==> src/rtl/mmu_tile_sched_if.sv <==
// Handshake bundle between the tile scheduler and its host / mmu side.
// master drives start/abort/data_ready; slave is the scheduler.
interface mmu_tile_sched_if #(
  parameter int IW = 1
);
  logic          start;
  logic          abort;
  logic          mmu_data_ready;
  logic          mmu_enable;
  logic [IW-1:0] tile_i;
  logic [IW-1:0] tile_j;
  logic [IW-1:0] tile_k;
  logic          accum_sel;
  logic          out_wr;
  logic          busy;
  logic          done;
  logic          err;

  modport master (
    output start, abort, mmu_data_ready,
    input  mmu_enable, tile_i, tile_j, tile_k,
    input  accum_sel, out_wr, busy, done, err
  );

  modport slave (
    input  start, abort, mmu_data_ready,
    output mmu_enable, tile_i, tile_j, tile_k,
    output accum_sel, out_wr, busy, done, err
  );
endinterface

==> src/rtl/mmu_tile_sched.sv <==
// Tiled C = A*B + bias sequencer for one mmu_short instance.
// Walks k innermost, then j, then i; one RUN+GAP per pass.
module mmu_tile_sched #(
  parameter int M_TILES = 2,
  parameter int N_TILES = 2,
  parameter int K_TILES = 2,
  parameter int TIMEOUT = 15
) (
  input logic         clk,
  input logic         rst_n,
  mmu_tile_sched_if.slave io
);
  localparam int MX0 =
    (M_TILES > N_TILES) ? M_TILES : N_TILES;
  localparam int MX1 =
    (MX0 > K_TILES) ? MX0 : K_TILES;
  localparam int MX = (MX1 > 2) ? MX1 : 2;
  localparam int IW = $clog2(MX);
  localparam int TW = $clog2(TIMEOUT + 1);

  localparam logic [IW-1:0] IMAX = IW'(M_TILES - 1);
  localparam logic [IW-1:0] JMAX = IW'(N_TILES - 1);
  localparam logic [IW-1:0] KMAX = IW'(K_TILES - 1);
  localparam logic [TW-1:0] TLIM = TW'(TIMEOUT - 1);

  typedef enum logic [1:0] {
    IDLE, RUN, GAP, DONE
  } state_t;

  state_t        state;
  logic [IW-1:0] ci;
  logic [IW-1:0] cj;
  logic [IW-1:0] ck;
  logic [TW-1:0] tcnt;
  logic          en_q;
  logic          wr_q;
  logic          busy_q;
  logic          done_q;
  logic          err_q;

  logic last_i;
  logic last_j;
  logic last_k;

  assign last_i = (ci == IMAX);
  assign last_j = (cj == JMAX);
  assign last_k = (ck == KMAX);

  always_ff @(posedge clk or negedge rst_n) begin
    if (!rst_n) begin
      state  <= IDLE;
      ci     <= '0;
      cj     <= '0;
      ck     <= '0;
      tcnt   <= '0;
      en_q   <= 1'b0;
      wr_q   <= 1'b0;
      busy_q <= 1'b0;
      done_q <= 1'b0;
      err_q  <= 1'b0;
    end else begin
      wr_q   <= 1'b0;
      done_q <= 1'b0;
      if (io.abort) begin
        state  <= IDLE;
        en_q   <= 1'b0;
        busy_q <= 1'b0;
      end else begin
        unique case (state)
          IDLE: begin
            if (io.start) begin
              state  <= RUN;
              ci     <= '0;
              cj     <= '0;
              ck     <= '0;
              tcnt   <= '0;
              err_q  <= 1'b0;
              en_q   <= 1'b1;
              busy_q <= 1'b1;
            end
          end
          RUN: begin
            if (io.mmu_data_ready) begin
              state <= GAP;
              en_q  <= 1'b0;
              wr_q  <= last_k;
            end else if (tcnt == TLIM) begin
              state  <= IDLE;
              err_q  <= 1'b1;
              en_q   <= 1'b0;
              busy_q <= 1'b0;
            end else begin
              tcnt <= tcnt + 1'b1;
            end
          end
          GAP: begin
            if (last_i && last_j && last_k) begin
              state  <= DONE;
              busy_q <= 1'b0;
              done_q <= 1'b1;
            end else begin
              state <= RUN;
              en_q  <= 1'b1;
              tcnt  <= '0;
              // k innermost, then j, then i
              if (!last_k) begin
                ck <= ck + 1'b1;
              end else if (!last_j) begin
                ck <= '0;
                cj <= cj + 1'b1;
              end else begin
                ck <= '0;
                cj <= '0;
                ci <= ci + 1'b1;
              end
            end
          end
          DONE: begin
            state <= IDLE;
          end
        endcase
      end
    end
  end

  assign io.mmu_enable = en_q;
  assign io.tile_i     = ci;
  assign io.tile_j     = cj;
  assign io.tile_k     = ck;
  assign io.accum_sel  = (ck != '0);
  assign io.out_wr     = wr_q & ~io.abort;
  assign io.done       = done_q & ~io.abort;
  assign io.busy       = busy_q;
  assign io.err        = err_q;
endmodule

==> src/flat_wrapper.sv <==
// flat-port wrapper written by rule: the top's interface ports become plain ports
module mmu_tile_sched_flat 
#(
  parameter int M_TILES = 2,
  parameter int N_TILES = 2,
  parameter int K_TILES = 2,
  parameter int TIMEOUT = 15
)
  (clk, rst_n, io_start, io_abort, io_mmu_data_ready, io_mmu_enable, io_tile_i, io_tile_j, io_tile_k, io_accum_sel, io_out_wr, io_busy, io_done, io_err);
  mmu_tile_sched_if #(.IW(1)) io_i ();
  input logic clk;
  input logic rst_n;
  input wire logic [$bits(io_i.start)-1:0] io_start;
  input wire logic [$bits(io_i.abort)-1:0] io_abort;
  input wire logic [$bits(io_i.mmu_data_ready)-1:0] io_mmu_data_ready;
  output wire logic [$bits(io_i.mmu_enable)-1:0] io_mmu_enable;
  output wire logic [$bits(io_i.tile_i)-1:0] io_tile_i;
  output wire logic [$bits(io_i.tile_j)-1:0] io_tile_j;
  output wire logic [$bits(io_i.tile_k)-1:0] io_tile_k;
  output wire logic [$bits(io_i.accum_sel)-1:0] io_accum_sel;
  output wire logic [$bits(io_i.out_wr)-1:0] io_out_wr;
  output wire logic [$bits(io_i.busy)-1:0] io_busy;
  output wire logic [$bits(io_i.done)-1:0] io_done;
  output wire logic [$bits(io_i.err)-1:0] io_err;
  assign io_i.start = io_start;
  assign io_i.abort = io_abort;
  assign io_i.mmu_data_ready = io_mmu_data_ready;
  assign io_mmu_enable = io_i.mmu_enable;
  assign io_tile_i = io_i.tile_i;
  assign io_tile_j = io_i.tile_j;
  assign io_tile_k = io_i.tile_k;
  assign io_accum_sel = io_i.accum_sel;
  assign io_out_wr = io_i.out_wr;
  assign io_busy = io_i.busy;
  assign io_done = io_i.done;
  assign io_err = io_i.err;
  mmu_tile_sched #(.M_TILES(M_TILES), .N_TILES(N_TILES), .K_TILES(K_TILES), .TIMEOUT(TIMEOUT)) u_core (.clk(clk), .rst_n(rst_n), .io(io_i));
endmodule
==> config.mk <==
export PLATFORM = sky130hd
export DESIGN_NAME = mmu_tile_sched_flat
export DESIGN_NICKNAME = d
export VERILOG_FILES = /design/src/rtl/mmu_tile_sched_if.sv /design/src/rtl/mmu_tile_sched.sv /design/src/flat_wrapper.sv
export SDC_FILE = /design/constraint.sdc
export NUM_CORES = 1
export LEC_CHECK = 0
export BUFFER_PORTS_ARGS = -buffer_cell sky130_fd_sc_hd__buf_2
export CORE_UTILIZATION = 58
export CTS_CLUSTER_DIAMETER = 150
export DETAILED_ROUTE_END_ITERATION = 8
export PLACE_DENSITY = 0.91
export SYNTH_ARGS = -nofsm -noshare
export SYNTH_HDL_FRONTEND = slang
export SYNTH_SLANG_ARGS = --single-unit
==> constraint.sdc <==
create_clock -name clk -period 2.4 [get_ports clk]
set_input_delay 0.24 -clock clk [delete_from_list [all_inputs] [get_ports clk]]
set_output_delay 0.24 -clock clk [all_outputs]
set_load 0.005 [all_outputs]
==> impl.org <==
** Power and ir drop
- Share of total power in the clock network :: 30.0%
- IR analysis of the VDD net gives a maximum drop of roughly 0.38 mV.
- Internal power :: ~0.0004 W
- Total power density per cell area :: between 500 and 600 mW/mm2
- The share of total power dissipated in sequential elements is around half.
- Gate power share :: between 20% and 30%
- Switching share of power :: 28.4%
- Summed over all nets, the switching power comes to between 0.00015 and 0.0002 W.
- Static leakage power :: ~0.46 nW

** Clock network
- The clock passes through at most 2 buffers.
- CTS saw 14 sinks.
- CTS H-Tree Depth :: 1
- Cts bufs inserted :: 3
- Clock root cell :: sky130_fd_sc_hd__clkbuf_4
- TritonCTS built the clock tree.
- Clock transition at the registers of the reported paths :: 90 ps
- Clock network latency to the later pin of the worst-skew pair :: 280 ps
- After clock tree synthesis, the setup repair step added 0 buffers.

** Yosys
- Fraction of synthesized cell area taken by the top area cell type :: about two fifths
- Synthesis produced 93 cells.
- Cell with the most instances after synthesis :: sky130_fd_sc_hd__dfrtp_1
- During synthesis, Yosys emitted a total of 0 warnings.
- The number of nets in the synthesized netlist is approximately 110.
- Unique masters post-synth :: 34
- Synthesized area :: between 800 and 900 um2
- The most used flip-flop cell after synthesis is sky130_fd_sc_hd__dfrtp_1.
- Number of enable flip-flop cells after synthesis :: 0
- Synth area leader :: sky130_fd_sc_hd__dfrtp_1
- Post-synthesis sequential element count :: 14
- Dominant cells by area after synthesis :: sky130_fd_sc_hd__dfrtp_1 39%, sky130_fd_sc_hd__ha_1 9.9%, sky130_fd_sc_hd__a21oi_1 3.9%
- In this run the mean area of a mapped cell was between 9 and 10 um2.
- Sequential fraction of the synthesis area :: between 30% and 40%
- Proportion of synthesized flip-flops having asynchronous set or reset :: 100%
- Top cells by instance count after synthesis :: 14 x sky130_fd_sc_hd__dfrtp_1, 7 x sky130_fd_sc_hd__a21oi_1, 7 x sky130_fd_sc_hd__ha_1, 7 x sky130_fd_sc_hd__o21ai_0, 6 x sky130_fd_sc_hd__nand2_1

** Global route
- In the global route stage, met1 resource usage came out at about 31%.
- Via count of the first global-routing pass :: around 650
- In the global route stage, met3 resource usage came out at under 10%.
- Total routing resource utilization after global routing :: between 20% and 30%
- Summed over all layers, the global routing overflow is 0.
- Initial antenna violation count :: 0
- The layer flagged by global routing as most heavily used is met2.
- Wire length of the first global-routing pass :: around 2700 um
- Entering global routing, the biggest net connects 15 pins.
- Global routing usage on met2 :: between 40% and 50%

** Floorplan
- Die outline height :: slightly above 40 um
- Standard-cell row count :: 13
- The floorplan step defined a die boundary enclosing approximately 0.0017 mm2.
- The region available for standard cell placement spans 0.00137 mm2.
- Initial cell density of the core :: about two thirds
- The die is slightly above 40 um wide.
- During I/O placement, the number of pins put on the boundary was 14.

** STA
- Total setup violations reported at the end of the flow :: 0
- Across the routed clock network, the largest skew measured is 7.22 ps.
- Final Critical Period :: about 1800 ps
- Worst-Margin Slew :: ~430 ps
- Setup repair after global routing left no endpoint under its margin.
- Total negative slack for setup checks :: 0 ps
- Hold violation count in the final report :: 0
- Slew headroom :: around 71%
- Fmax achieved :: around 540 MHz
- Of the available clock period, the critical path in the final layout requires 77.0%.
- The final number of max-transition violations came to 0.

** Setup path
- Type of origin of the critical path :: flop
- Crit path required time :: between 2000 and 3000 ps
- Data on the critical path arrives at its endpoint at slightly above 2000 ps.
- Class of the most critical setup path :: flop to flop
- STA classifies the critical path endpoint as a flop.
- Critical path peak fanout :: 7

** Worst hold path
- In this run the worst hold path is classified as input pin to flop.

** Drt
- The detailed router finished its first iteration with 19 violations.
- For this run, the detailed router's first-pass iteration total came to 4.
- Vias per cell :: ~6.2
- Wire length after detailed routing :: roughly 1700 um
- Remaining number of nets flagged by the antenna check after routing :: 0
- Vias post-DR :: 760
- Dividing the detail-routed wire length by the instance count gives 14.1 um.
- DRC violation count after routing :: 0

** Final layout
- After the last flow step, the layout net total stands at approximately 120.
- In the final layout, the share of cells above drive strength 1 is roughly a fifth.
- Diode count :: 0
- Compared with the post-synthesis result, the final layout area differs by 12.8%.
- Post-Route Utilization :: between 70% and 80%
- After filler insertion, the fill cell instance count of the layout stands at 101.

** Placement
- Port buffering added 13 buffers.
- Summed over all nets, the half-perimeter wirelength after detailed placement is about 1300 um.
- At the end of routability-driven placement, the weighted congestion stood at 0.929.

** Job
- Max-cap check violation count :: 0

** Outcome
- The flow ran to the end, and the final reports show no timing, DRC or antenna violations.
## critical path, cell delays in order (launching register included)
cell and delay (ps):
sky130_fd_sc_hd__dfrtp_1 430, sky130_fd_sc_hd__inv_1 90, sky130_fd_sc_hd__ha_1 260, sky130_fd_sc_hd__and2_1 190
sky130_fd_sc_hd__o32ai_1 380, sky130_fd_sc_hd__nor4_1 80, sky130_fd_sc_hd__a311o_1 320
## power groups by stage
| stage | registers [W] | logic [W] | clock network [W] |
|---|---|---|---|
| after floorplan | 0.000279 | 0.0000796 | 0 |
| after global placement | 0.000280 | 0.000115 | 0 |
| after detailed placement | 0.000282 | 0.000118 | 0 |
| after CTS | 0.000277 | 0.000119 | 0.000171 |
| after global routing | 0.000279 | 0.000136 | 0.000181 |
| final | 0.000277 | 0.000119 | 0.000169 |
## cell usage in the layout, fill, tap and decap left out, types with 2 or more instances in the layout
master                      n
sky130_fd_sc_hd__inv_1      5
sky130_fd_sc_hd__nand2b_1   5
sky130_fd_sc_hd__nand2_1    6
sky130_fd_sc_hd__nor2_1     2
sky130_fd_sc_hd__a22o_1     2
sky130_fd_sc_hd__nor2b_1    4
sky130_fd_sc_hd__o31ai_1    2
sky130_fd_sc_hd__nand3_1    5
sky130_fd_sc_hd__o21ai_0    7
sky130_fd_sc_hd__a21oi_1    7
sky130_fd_sc_hd__ha_1       7
sky130_fd_sc_hd__o21ai_1    2
sky130_fd_sc_hd__and2_1     3
sky130_fd_sc_hd__a21o_1     2
sky130_fd_sc_hd__buf_2     13
sky130_fd_sc_hd__nor3_1     2
sky130_fd_sc_hd__dfrtp_1   14
sky130_fd_sc_hd__clkbuf_4   3
## path summary, 6_finish.rpt
kind	start	end	slack (ps)	cells after the start
worst max-delay path	u_core.state[0]$_DFFE_PN0P_	u_core.io.busy$_DFFE_PN0P_	550	6
worst max register to register	u_core.state[0]$_DFFE_PN0P_	u_core.io.busy$_DFFE_PN0P_	550	6
worst min-delay path	io_mmu_data_ready	u_core.wr_q$_DFF_PN0_	200	3
min in group asynchronous	rst_n	u_core.done_q$_DFF_PN0_	400	2
worst min register to register	u_core.io.err$_DFFE_PN0P_	u_core.io.err$_DFFE_PN0P_	520	1
max in group asynchronous	rst_n	u_core.io.err$_DFFE_PN0P_	1760	2
## cells by family after synthesis
logic type	Yosys count	synth area share [%]
AND/OR/NAND/NOR	34	23.8
AO/OA/AOI/OAI	29	21.6
flip-flops	14	39.5
buffers and inverters	8	3.95
adder cells (fa/ha/maj)	7	9.87
multiplexers	1	1.27
## registers in the layout, indices dropped and copies added (netlist names)
register and count:
u_core.done_q 1, u_core.io.accum_sel 1, u_core.io.busy 1, u_core.io.err 1, u_core.io.mmu_enable 1, u_core.io.tile_i 1, u_core.io.tile_j 1, u_core.state 2
u_core.tcnt 4, u_core.wr_q 1
## what timing repair did
item / CTS / global route
resized for setup: 0 / 0
hold buffers: 1 / 0
hold endpoints to repair: 14 / 0
## layout make-up
| cell class | count | area, um2 | share of cell area [%] |
|---|---|---|---|
| multi-input combinational | 71 | 502 | 50.1 |
| sequential | 14 | 350 | 35.0 |
| timing repair buffer | 14 | 75.1 | 7.50 |
| clock buffer | 4 | 36.3 | 3.62 |
| inverter | 5 | 18.8 | 1.88 |
| tap | 15 | 18.8 | 1.88 |
## metrics by stage
stage	hold WS (ps)	setup WS (ps)	power, W	cell area (um2)	std cells
5_1_grt	207	402	0.000596	1000	123
4_1_cts	204	553	0.000568	1000	123
2_1_floorplan	-55.6	758	0.000359	887	93
6_report	204	552	0.000565	1000	123
3_5_place_dp	151	554	0.000400	955	118
3_3_place_gp	146	608	0.000394	955	118
## layer usage
layer	part of all wire, %	vias to the layer above
met1	46	358
met4	2.2	0
li1	-	374
met5	0	-
met2	48	23
met3	3.9	5
No activity file was read; power rests on OpenSTA's default activity.
